## src/rtl/rob_pkg.sv

```systemverilog
// Shared definitions for the N-way reorder buffer: entry layout helpers and
// the lowest-index priority select used to pick among matching channels.
`ifndef AXI_DATA_WIDTH
`define AXI_DATA_WIDTH 64
`endif
`ifndef AXI_ID_WIDTH
`define AXI_ID_WIDTH 4
`endif
`ifndef TID_WIDTH
`define TID_WIDTH 8
`endif
`ifndef FIFO_SIZE
`define FIFO_SIZE 4
`endif

package rob_pkg;

  localparam int DEF_DATA_WIDTH = `AXI_DATA_WIDTH;
  localparam int DEF_ID_WIDTH   = `AXI_ID_WIDTH;
  localparam int DEF_TID_WIDTH  = `TID_WIDTH;
  localparam int DEF_FIFO_DEPTH = `FIFO_SIZE;

  // Widest entry / channel count the helpers handle; callers cast to their real widths.
  localparam int ENTRY_MAX = 256;
  localparam int SRC_MAX   = 8;

  function automatic int entry_width(input int tid_w, input int id_w, input int data_w);
    return tid_w + id_w + data_w;
  endfunction

  function automatic logic [ENTRY_MAX-1:0] field_mask(input int w);
    return (ENTRY_MAX'(1) << w) - ENTRY_MAX'(1);
  endfunction

  function automatic logic [ENTRY_MAX-1:0] entry_tid(input logic [ENTRY_MAX-1:0] e,
                                                     input int tid_w, input int id_w,
                                                     input int data_w);
    return (e >> (id_w + data_w)) & field_mask(tid_w);
  endfunction

  function automatic logic [ENTRY_MAX-1:0] entry_id(input logic [ENTRY_MAX-1:0] e,
                                                    input int id_w, input int data_w);
    return (e >> data_w) & field_mask(id_w);
  endfunction

  function automatic logic [ENTRY_MAX-1:0] entry_data(input logic [ENTRY_MAX-1:0] e,
                                                      input int data_w);
    return e & field_mask(data_w);
  endfunction

  function automatic logic [SRC_MAX-1:0] lowest_onehot(input logic [SRC_MAX-1:0] v);
    return v & (~v + SRC_MAX'(1));
  endfunction

  function automatic logic multi_hot(input logic [SRC_MAX-1:0] v);
    return (v & (v - SRC_MAX'(1))) != '0;
  endfunction

endpackage

```

## src/rtl/rob_nway_if.sv

```systemverilog
// Producer push ports, ordered read-response channel and status flags of the
// reorder buffer. master = the ROB itself, slave = the surrounding system.
interface rob_nway_if
  import rob_pkg::*;
#(
  parameter int DATA_WIDTH  = DEF_DATA_WIDTH,
  parameter int ID_WIDTH    = DEF_ID_WIDTH,
  parameter int TID_WIDTH   = DEF_TID_WIDTH,
  parameter int NUM_SRC     = 2,
  parameter int ENTRY_WIDTH = entry_width(TID_WIDTH, ID_WIDTH, DATA_WIDTH)
);

  logic                           valid_o;
  logic                           ready_i;
  logic [ID_WIDTH-1:0]            rid_o;
  logic [DATA_WIDTH-1:0]          rdata_o;
  logic [NUM_SRC-1:0]             full_o;
  logic [NUM_SRC-1:0]             write_en_i;
  logic [NUM_SRC*ENTRY_WIDTH-1:0] wdata_i;
  logic [TID_WIDTH-1:0]           expected_tid_o;
  logic                           err_dup_o;
  logic                           err_ovf_o;
  logic                           err_stall_o;
  logic                           err_clr_i;

  modport master (
    output valid_o, rid_o, rdata_o, full_o, expected_tid_o,
           err_dup_o, err_ovf_o, err_stall_o,
    input  ready_i, write_en_i, wdata_i, err_clr_i
  );

  modport slave (
    input  valid_o, rid_o, rdata_o, full_o, expected_tid_o,
           err_dup_o, err_ovf_o, err_stall_o,
    output ready_i, write_en_i, wdata_i, err_clr_i
  );

endinterface

```

## src/rtl/rob_fifo.sv

```systemverilog
// First-word-fall-through channel FIFO; pointers carry one extra wrap bit so
// full and empty are distinguished without a counter. DEPTH must be a power of 2.
module rob_fifo #(
  parameter int WIDTH = 8,
  parameter int DEPTH = 4
) (
  input  logic             clk,
  input  logic             rst,
  input  logic             push,
  input  logic             pop,
  input  logic [WIDTH-1:0] din,
  output logic [WIDTH-1:0] dout,
  output logic             empty,
  output logic             full
);

  localparam int AW = $clog2(DEPTH);

  logic [AW:0]      wr_ptr;
  logic [AW:0]      rd_ptr;
  logic [WIDTH-1:0] mem [DEPTH];
  logic             do_push;
  logic             do_pop;

  assign empty = (wr_ptr == rd_ptr);
  assign full  = (wr_ptr[AW] != rd_ptr[AW]) && (wr_ptr[AW-1:0] == rd_ptr[AW-1:0]);
  assign dout  = mem[rd_ptr[AW-1:0]];

  // A pop in the same cycle frees the slot, so a full FIFO still accepts the push.
  assign do_pop  = pop && !empty;
  assign do_push = push && (!full || do_pop);

  always_ff @(posedge clk or posedge rst) begin
    if (rst) begin
      wr_ptr <= '0;
      rd_ptr <= '0;
    end else begin
      if (do_push) wr_ptr <= wr_ptr + (AW+1)'(1);
      if (do_pop)  rd_ptr <= rd_ptr + (AW+1)'(1);
    end
  end

  always_ff @(posedge clk) begin
    if (do_push) mem[wr_ptr[AW-1:0]] <= din;
  end

endmodule

```

## src/rtl/rob_nway.sv

```systemverilog
// N-channel reorder buffer: per-producer FWFT FIFOs whose heads are matched
// against the next expected tag and drained in tag order onto one valid/ready channel.
module rob_nway
  import rob_pkg::*;
#(
  parameter int DATA_WIDTH  = DEF_DATA_WIDTH,
  parameter int ID_WIDTH    = DEF_ID_WIDTH,
  parameter int TID_WIDTH   = DEF_TID_WIDTH,
  parameter int NUM_SRC     = 2,
  parameter int FIFO_DEPTH  = DEF_FIFO_DEPTH,
  parameter int TID_START   = 1,
  parameter int ENTRY_WIDTH = entry_width(TID_WIDTH, ID_WIDTH, DATA_WIDTH)
) (
  input  logic         clk,
  input  logic         rst,
  rob_nway_if.master   bus
);

  logic [ENTRY_WIDTH-1:0] head     [NUM_SRC];
  logic [TID_WIDTH-1:0]   head_tid [NUM_SRC];
  logic [NUM_SRC-1:0]     empty;
  logic [NUM_SRC-1:0]     full;
  logic [NUM_SRC-1:0]     match;
  logic [NUM_SRC-1:0]     sel;
  logic [NUM_SRC-1:0]     pop;
  logic [NUM_SRC-1:0]     ovf_evt;

  logic                   load;
  logic                   dup_evt;
  logic                   stall_evt;
  logic [ENTRY_WIDTH-1:0] sel_entry;
  logic [ID_WIDTH-1:0]    sel_id;
  logic [DATA_WIDTH-1:0]  sel_data;

  logic                   valid_p1;
  logic [ID_WIDTH-1:0]    rid_p1;
  logic [DATA_WIDTH-1:0]  rdata_p1;
  logic [TID_WIDTH-1:0]   exp_tid_p1;
  logic                   err_dup_q;
  logic                   err_ovf_q;
  logic                   err_stall_q;

  for (genvar k = 0; k < NUM_SRC; k++) begin : g_src
    rob_fifo #(
      .WIDTH (ENTRY_WIDTH),
      .DEPTH (FIFO_DEPTH)
    ) u_fifo (
      .clk   (clk),
      .rst   (rst),
      .push  (bus.write_en_i[k]),
      .pop   (pop[k]),
      .din   (bus.wdata_i[k*ENTRY_WIDTH +: ENTRY_WIDTH]),
      .dout  (head[k]),
      .empty (empty[k]),
      .full  (full[k])
    );

    assign head_tid[k] = TID_WIDTH'(entry_tid(ENTRY_MAX'(head[k]), TID_WIDTH, ID_WIDTH, DATA_WIDTH));
    assign match[k]    = !empty[k] && (head_tid[k] == exp_tid_p1);
    assign pop[k]      = load && sel[k];
    assign ovf_evt[k]  = bus.write_en_i[k] && full[k] && !pop[k];
  end

  // Lowest-index matching channel wins; duplicates stay queued and raise err_dup.
  assign sel       = NUM_SRC'(lowest_onehot(SRC_MAX'(match)));
  assign load      = (|match) && (!valid_p1 || bus.ready_i);
  assign dup_evt   = multi_hot(SRC_MAX'(match));
  assign stall_evt = (&full) && !(|match);

  always_comb begin
    sel_entry = '0;
    for (int k = 0; k < NUM_SRC; k++) begin
      if (sel[k]) sel_entry = head[k];
    end
  end

  assign sel_id   = ID_WIDTH'(entry_id(ENTRY_MAX'(sel_entry), ID_WIDTH, DATA_WIDTH));
  assign sel_data = DATA_WIDTH'(entry_data(ENTRY_MAX'(sel_entry), DATA_WIDTH));

  // ---- output register stage (p1): IDLE when valid_p1=0, HOLD when 1 ----
  always_ff @(posedge clk or posedge rst) begin
    if (rst) begin
      valid_p1   <= 1'b0;
      rid_p1     <= '0;
      rdata_p1   <= '0;
      exp_tid_p1 <= TID_WIDTH'(TID_START);
    end else if (load) begin
      valid_p1   <= 1'b1;
      rid_p1     <= sel_id;
      rdata_p1   <= sel_data;
      exp_tid_p1 <= exp_tid_p1 + TID_WIDTH'(1);
    end else if (valid_p1 && bus.ready_i) begin
      valid_p1   <= 1'b0;
    end
  end

  // Sticky flags: an event in the clear cycle keeps its flag set.
  always_ff @(posedge clk or posedge rst) begin
    if (rst) begin
      err_dup_q   <= 1'b0;
      err_ovf_q   <= 1'b0;
      err_stall_q <= 1'b0;
    end else begin
      err_dup_q   <= dup_evt     || (err_dup_q   && !bus.err_clr_i);
      err_ovf_q   <= (|ovf_evt)  || (err_ovf_q   && !bus.err_clr_i);
      err_stall_q <= stall_evt   || (err_stall_q && !bus.err_clr_i);
    end
  end

  assign bus.valid_o        = valid_p1;
  assign bus.rid_o          = rid_p1;
  assign bus.rdata_o        = rdata_p1;
  assign bus.expected_tid_o = exp_tid_p1;
  assign bus.full_o         = full;
  assign bus.err_dup_o      = err_dup_q;
  assign bus.err_ovf_o      = err_ovf_q;
  assign bus.err_stall_o    = err_stall_q;

endmodule

```

## src/flat_wrapper.sv

```systemverilog
// flat-port wrapper written by rule: the top's interface ports become plain ports
module rob_nway_flat import rob_pkg::*;
#(
  parameter int DATA_WIDTH  = DEF_DATA_WIDTH,
  parameter int ID_WIDTH    = DEF_ID_WIDTH,
  parameter int TID_WIDTH   = DEF_TID_WIDTH,
  parameter int NUM_SRC     = 2,
  parameter int FIFO_DEPTH  = DEF_FIFO_DEPTH,
  parameter int TID_START   = 1,
  parameter int ENTRY_WIDTH = entry_width(TID_WIDTH, ID_WIDTH, DATA_WIDTH)
)
  (clk, rst, bus_valid_o, bus_rid_o, bus_rdata_o, bus_full_o, bus_expected_tid_o, bus_err_dup_o, bus_err_ovf_o, bus_err_stall_o, bus_ready_i, bus_write_en_i, bus_wdata_i, bus_err_clr_i);
  rob_nway_if #(.DATA_WIDTH(DATA_WIDTH), .ID_WIDTH(ID_WIDTH), .TID_WIDTH(TID_WIDTH), .NUM_SRC(NUM_SRC), .ENTRY_WIDTH(ENTRY_WIDTH)) bus_i ();
  input  logic clk;
  input  logic rst;
  output wire logic [$bits(bus_i.valid_o)-1:0] bus_valid_o;
  output wire logic [$bits(bus_i.rid_o)-1:0] bus_rid_o;
  output wire logic [$bits(bus_i.rdata_o)-1:0] bus_rdata_o;
  output wire logic [$bits(bus_i.full_o)-1:0] bus_full_o;
  output wire logic [$bits(bus_i.expected_tid_o)-1:0] bus_expected_tid_o;
  output wire logic [$bits(bus_i.err_dup_o)-1:0] bus_err_dup_o;
  output wire logic [$bits(bus_i.err_ovf_o)-1:0] bus_err_ovf_o;
  output wire logic [$bits(bus_i.err_stall_o)-1:0] bus_err_stall_o;
  input wire logic [$bits(bus_i.ready_i)-1:0] bus_ready_i;
  input wire logic [$bits(bus_i.write_en_i)-1:0] bus_write_en_i;
  input wire logic [$bits(bus_i.wdata_i)-1:0] bus_wdata_i;
  input wire logic [$bits(bus_i.err_clr_i)-1:0] bus_err_clr_i;
  assign bus_valid_o = bus_i.valid_o;
  assign bus_rid_o = bus_i.rid_o;
  assign bus_rdata_o = bus_i.rdata_o;
  assign bus_full_o = bus_i.full_o;
  assign bus_expected_tid_o = bus_i.expected_tid_o;
  assign bus_err_dup_o = bus_i.err_dup_o;
  assign bus_err_ovf_o = bus_i.err_ovf_o;
  assign bus_err_stall_o = bus_i.err_stall_o;
  assign bus_i.ready_i = bus_ready_i;
  assign bus_i.write_en_i = bus_write_en_i;
  assign bus_i.wdata_i = bus_wdata_i;
  assign bus_i.err_clr_i = bus_err_clr_i;
  rob_nway #(.DATA_WIDTH(DATA_WIDTH), .ID_WIDTH(ID_WIDTH), .TID_WIDTH(TID_WIDTH), .NUM_SRC(NUM_SRC), .FIFO_DEPTH(FIFO_DEPTH), .TID_START(TID_START), .ENTRY_WIDTH(ENTRY_WIDTH)) u_core (.clk(clk), .rst(rst), .bus(bus_i));
endmodule
```

## config.mk

```make
export PLATFORM = sky130hd
export DESIGN_NAME = rob_nway_flat
export DESIGN_NICKNAME = d
export VERILOG_FILES = /design/src/rtl/rob_pkg.sv /design/src/rtl/rob_nway_if.sv /design/src/rtl/rob_fifo.sv /design/src/rtl/rob_nway.sv /design/src/flat_wrapper.sv
export SDC_FILE = /design/constraint.sdc
export NUM_CORES = 1
export LEC_CHECK = 0
export CAP_MARGIN = 20
export CORE_UTILIZATION = 45
export DETAILED_ROUTE_END_ITERATION = 8
export HOLD_SLACK_MARGIN = 0.08
export PLACE_DENSITY = 0.71
export SYNTH_ARGS = -nofsm -noshare
export SYNTH_HDL_FRONTEND = slang
export SYNTH_HIERARCHICAL = 1
export SYNTH_SLANG_ARGS = --single-unit
```

## constraint.sdc

```tcl
create_clock -name clk -period 6.35 [get_ports clk]
set_input_delay 0.635 -clock clk [delete_from_list [all_inputs] [get_ports clk]]
set_output_delay 0.635 -clock clk [all_outputs]
set_load 0.01 [all_outputs]
```

==> results.cfg, run 1 <==
[global_route]
antenna_found_initial = 10
grt_pass1_wl_um = 93200
grt.total_usage_pct = 20.4
grt_max_degree = 80
first_global_vias = 14500
grt-ovfl-total = 0

[timing]
worstMarginPinSlew_ns = 0.999
final.min_clock_period_ns = 4.95
fmax_mhz = 202
setup_tns_ns = 0
relSlewSlack_pct = 33.4
report.final.slew_viol_count = 0
setup_viol = 0
fin_worst_skew_ns = 0.0236
finalHoldViolations = 0
fin_crit_sh_pct = 77.9
rsz0062_at_grt = false

[placed_design]
dp_hpwl_um = 38900
io_buffers = 239
gp_congestion = 0.753
dp_cells = 2298

[logic_synthesis]
synth_cell_types = 39
ys_top_cells_by_area = edfxtp_1, mux4_2, dfrtp_1
seq_area_frac_synth_pct = 75.2
synthMostInstantiatedCell = edfxtp_1
synth_top_area_cell = edfxtp_1
synth_compound_area_share_pct = 4.41
synth_common_cells = edfxtp_1, mux4_2, dfrtp_1
synth-xor-area-share_pct = 1.44
ys_seq_elements = 700
synth-warning-count = 6
postSynthAreaPerCell_um2 = 20.6
synth_edf_count = 608
synth_async_sr_flop_share_pct = 13.1
synth-simple-area-share_pct = 3.02
syn_nets = 1497
synth_top_family_by_area = multiplexers
netlist.area_leader.share_pct = 66.8
synth_ff_type = edfxtp_1
synth_mux_area_share_pct = 12.7
synth_fa_ha_area_share_pct = 0.503
syn_area_um2 = 27300
synth_cells = 1328

[clock_tree]
root_buffer = clkbuf_16
postCtsResizedCells = 0
cts_tree = yes
postCtsSetupBuffers = 0
clk_latency_ns = 0.60
cts_buffer_depth = 3
cts_inserted_buffers = 71
hold_buffers = 0
cts.clk_slew.worst_paths_ns = 0.06
cts.sinks = 700
htree_levels = 3

[worst_hold_path]
hold_path_class = input pin to asynchronous set/reset pin

[finish]
drive_above_1_share_pct = 23.5
postLayoutCoreUtil_pct = 54.7
syn_to_final_growth_pct = 20.6
fill_cells = 4547
nets = 1758
final_cells = 2433

[detailed_routing]
drc = 0
via_count = 13600
viasPerCell = 5.58
drt_iter0_drc = 975
ant_nets = 0
top_layer_used = met5
met3_length_um = 3110
firstDrtPassIters = 5
routed_wl_um = 61400
wl_met1_um = 25000
dr_wl_met2_um = 31700
wire_per_inst_um = 25.2

[critical_path]
end_kind = flop
crit_arrival_ns = 5.23
r2r-end = u_core/g_src[1].u_fifo/mem[2][53]
crit_type = flop to flop
cp_cell_sequence = mux4_2, xnor2_1, nand4_1, or4_4, nor3_1, or4_4, and3_4, buf_4
cpMostUsedCell = or4_4
critPathMaxFanout = 56
r2r_start = u_core/g_src[1].u_fifo/rd_ptr[0]
max_stage_delay_ns = 0.81
reg2reg_depth = 8
worstSetupStartpointType = flop
slowest_stage = dfrtp_4
cp.required_ns = 6.64
r2r_setup_slack_ns = 1.40

[die]
die_h_um = 249
chipWidth_um = 249
start_util_pct = 45.4
core_area_um2 = 60200
die_area_um2 = 61800
ios = 240
rows = 90

[power_and_ir_drop]
p_leak_nw = 10.8
finalPower_mw = 13.6
power.density_nw_per_um2 = 413
ir_worst_vdd_v = 0.000228

[outcome]
status = finished, final reports clean

[run]
drv_cap = 0
==> cell families (layout without fill, tap and decap cells) <==
family                     after synthesis  in the layout
DFF                                    700            700
and+or+nand+nor                        175            175
buffers and inverters                  158            475
muxes                                  157            157
AOI/OAI and AO/OA                       88             88
xor gates and xnor gates                39             39
adders and majority gates               11             11
other                                    0              6
==> how the worst max path moves through the flow <==
stage                                startpoint  slack, ns                           endpoint
2_1_floorplan  u_core/g_src[1].u_fifo/rd_ptr[0]       1.09   u_core/g_src[1].u_fifo/mem[1][0]
3_3_place_gp   u_core/g_src[1].u_fifo/rd_ptr[0]       1.50  u_core/g_src[1].u_fifo/mem[2][53]
3_5_place_dp   u_core/g_src[1].u_fifo/rd_ptr[0]       1.41  u_core/g_src[1].u_fifo/mem[2][53]
4_1_cts        u_core/g_src[1].u_fifo/rd_ptr[0]       1.38  u_core/g_src[1].u_fifo/mem[2][53]
5_1_grt        u_core/g_src[1].u_fifo/rd_ptr[0]       1.19  u_core/g_src[1].u_fifo/mem[2][51]
6_report       u_core/g_src[1].u_fifo/rd_ptr[0]       1.40  u_core/g_src[1].u_fifo/mem[2][53]
==> worst max-delay path: cells and delay by family, from the launching register on <==
family,cells,cell delay (ns)
flip-flops,1,0.81
AND/OR/NAND/NOR,5,2.57
buffers and inverters,1,0.36
multiplexers,1,0.60
XOR/XNOR,1,0.18
==> cells in the final DEF, fill, tap and decap left out, types with 2 or more instances in the layout <==
cell type,synthesis,layout
dfrtp_1,91,87
o311ai_1,2,2
nand3_1,3,2
inv_1,79,76
xnor2_1,18,18
edfxtp_1,608,608
nand2_1,4,4
clkinvlp_4,0,3
diode_2,0,6
xor2_2,2,2
inv_6,0,3
clkbuf_8,0,7
clkinv_1,0,10
nor2_1,71,70
a21oi_1,5,5
clkdlybuf4s50_1,0,239
mux4_2,152,152
and2_1,2,2
buf_4,14,26
dfrtp_4,0,4
a221oi_2,68,68
inv_4,0,3
o31ai_2,2,2
xor2_4,2,2
o41ai_2,4,4
xor2_1,17,17
ha_1,11,11
and3_1,9,3
nor3_1,74,74
bufinv_16,0,8
nand4_1,5,5
and3_4,0,6
clkbuf_1,39,13
mux2_1,4,4
clkinv_2,0,11
or4_4,3,3
clkbuf_16,0,72
==> sequential cells by signal, summed over array words and instances (netlist names) <==
signal                      flops
u_core/g_src.u_fifo/rd_ptr      6
u_core/bus.rdata_o             64
u_core/bus.err_stall_o          1
u_core/bus.valid_o              1
u_core/g_src.u_fifo/wr_ptr      6
u_core/bus.rid_o                4
u_core/bus.err_dup_o            1
u_core/g_src.u_fifo/mem       608
u_core/bus.expected_tid_o       8
u_core/bus.err_ovf_o            1
==> where the power goes <==
| part | internal (mW) | leakage (nW) | switching [mW] |
|---|---|---|---|
| Clock | 2.50 | 1.15 | 1.69 |
| Sequential | 6.12 | 6.75 | 0.465 |
| Combinational | 1.38 | 2.91 | 1.47 |
| Total | 10.0 | 10.8 | 3.62 |
==> layout make-up <==
class                           instances  area [µm²]  area share, %
Sequential cell                       700       20600           62.4
Tap cell                              782         978           2.97
Inverter                               79         304          0.922
Timing Repair Buffer                  267        2640           7.99
Clock inverter                         37         407           1.23
Multi-Input combinational cell        470        6110           18.5
Antenna cell                            6        15.0         0.0455
Clock buffer                           92        1950           5.90
==> stage by stage <==
stage	instance area, µm²	hold slack, ns	setup WS [ns]
floorplan	27300	0.426	1.09
global placement	30600	0.518	1.50
detailed placement	30600	0.522	1.41
CTS	33000	0.468	1.38
global route	33000	0.510	1.19
finish	33000	0.483	1.40
==> per-layer routing <==
layer / up-vias / global-route usage (%)
met2: 399 / 34.6
met1: 7183 / 26.7
met3: 94 / 3.53
li1: 5900 / -
met5: - / 0
met4: 6 / 7.01
No activity file was read; power rests on OpenSTA's default activity.
==> run 2: changes to the inputs <==
clock period = 5.13 ns   (was 6.35 ns; I/O delays follow)
==> run 2 against run 1 <==
Compared with the run above: sequential share of layout area shrank 0.28 points; die area did not move; highest routed layer unchanged; critical endpoint is now u_core/g_src[1].u_fifo/mem[2][46]; combinational power is 26% higher; largest power group unchanged; maximum frequency increased by 9.6%; sequential cell count unchanged; cell count barely moved.
==> results.cfg, run 2 (same netlist as run 1, synthesis figures left out) <==
[critical_path]
critPathMaxFanout = 59
cp_cell_sequence = mux4_2, xnor2_1, nand4_1, or4_4, nor3_1, buf_4, or4_4, and3_4, buf_4
crit_type = flop to flop
crit_arrival_ns = 4.79
max_stage_delay_ns = 0.87
worstSetupStartpointType = flop
end_kind = flop
slowest_stage = and3_4
cp.required_ns = 5.40

[clock_tree]
cts.clk_slew.worst_paths_ns = 0.06
cts.sinks = 700
postCtsSetupBuffers = 0
postCtsResizedCells = 0
hold_buffers = 0
cts_inserted_buffers = 69
htree_levels = 3
root_buffer = clkbuf_16
cts_buffer_depth = 3
clk_latency_ns = 0.62
cts_tree = yes

[timing]
final.min_clock_period_ns = 4.51
relSlewSlack_pct = 21.4
setup_viol = 0
worstMarginPinSlew_ns = 1.18
setup_tns_ns = 0
fmax_mhz = 222
post-route-worst-setup-slack_ns = 0.616
finalHoldViolations = 0
fin_crit_sh_pct = 88.0
rsz0062_at_grt = false
report.final.slew_viol_count = 0
fin_worst_skew_ns = 0.0270

[detailed_routing]
drt_iter0_drc = 1006
routed_wl_um = 62200
wire_per_inst_um = 25.6
firstDrtPassIters = 5
drc = 0
via_count = 13600
viasPerCell = 5.61
ant_nets = 0

[placed_design]
io_buffers = 239
gp_congestion = 0.781
place_area_um2 = 30600
place_ws_ns = 0.612
dp_hpwl_um = 38900

[global_route]
grt_max_degree = 89
first_global_vias = 14200
grt.total_usage_pct = 20.3
grt_pass1_wl_um = 92600
grt-ovfl-total = 0
antenna_found_initial = 12

[run]
drv_cap = 0

[power_and_ir_drop]
finalPower_mw = 17.2
power.density_nw_per_um2 = 518
p_leak_nw = 10.9
ir_worst_vdd_v = 0.000248

[finish]
layout_common_cells = edfxtp_1, clkdlybuf4s50_1, mux4_2
final_common_cell = edfxtp_1
drive_above_1_share_pct = 24.1
multi_input_area_um2 = 6110
regArea_um2 = 20600
syn_to_final_growth_pct = 21.1
fill_cells = 4513
final_area_um2 = 33100
largest_reg_flops = 608
nets = 1758

[die]
die_area_um2 = 61800
core_area_um2 = 60200
rows = 90
die_h_um = 249
ios = 240
start_util_pct = 45.4
chipWidth_um = 249

[outcome]
status = finished, final reports clean

[worst_hold_path]
hold_path_class = input pin to asynchronous set/reset pin
==> run 2: cell count changes in the layout (fill, tap and decap cells not counted), sizes merged <==
| cell | delta |
|---|---|
| buf | +2 |
| diode | -2 |
| inv | +2 |
| bufinv | +5 |
| clkbuf | -9 |
| clkinvlp | +2 |
| clkinv | -1 |
==> run 2: routing by layer <==
metal / global-route usage [%] / share of wire, % / vias to the layer above
li1: - / - / 5905
met1: 27.5 / 41 / 7206
met2: 33.1 / 50 / 423
met3: 4.51 / 6.5 / 93
met4: 6.53 / 2.2 / 14
met5: 0 / 0.14 / -
==> run 2: area by class of cell <==
| cell class | count | area share, % |
|---|---|---|
| sequential | 700 | 62.1 |
| multi-input combinational | 470 | 18.4 |
| timing repair buffer | 269 | 8.02 |
| clock buffer | 83 | 5.75 |
| tap | 782 | 2.95 |
| clock inverter | 45 | 1.77 |
| inverter | 79 | 0.918 |
| antenna | 4 | 0.0302 |
==> run 2: through the flow <==
step / hold WS [ns] / utilization, % / instances
floorplan: 0.304 / - / 1328
global placement: 0.521 / 50.8 / 2300
detailed placement: 0.524 / 50.8 / 2300
CTS: 0.249 / 55.0 / 2428
global route: 0.313 / 55.0 / 2431
finish: 0.276 / 55.0 / 2432
==> run 2: path summary, 6_finish.rpt <==
check	from	to	slack (ns)	cells after the start
max reg2reg	u_core/g_src[1].u_fifo/rd_ptr[0]	u_core/g_src[1].u_fifo/mem[2][46]	0.62	9
max in group asynchronous	rst	u_core/bus.rid_o[3]	3.64	3
min	rst	u_core/g_src[1].u_fifo/wr_ptr[2]	0.28	2
min in group clk	u_core/bus.rdata_o[5]	u_core/bus.rdata_o[5]	0.53	2
min reg2reg	u_core/bus.rdata_o[5]	u_core/bus.rdata_o[5]	0.53	2
max	u_core/g_src[1].u_fifo/rd_ptr[0]	u_core/g_src[1].u_fifo/mem[2][46]	0.62	9
==> run 2: worst max-delay path: cells and delay by family, from the launching register on <==
| family | cells | cell delay, ns |
|---|---|---|
| buffers and inverters | 2 | 0.62 |
| muxes | 1 | 0.57 |
| xor gates and xnor gates | 1 | 0.20 |
| DFF | 1 | 0.72 |
| and+or+nand+nor | 5 | 2.06 |
==> run 2: power breakdown <==
part,internal [mW],switching [mW]
Combinational,1.72,1.88
Clock,3.32,2.15
Sequential,7.58,0.509
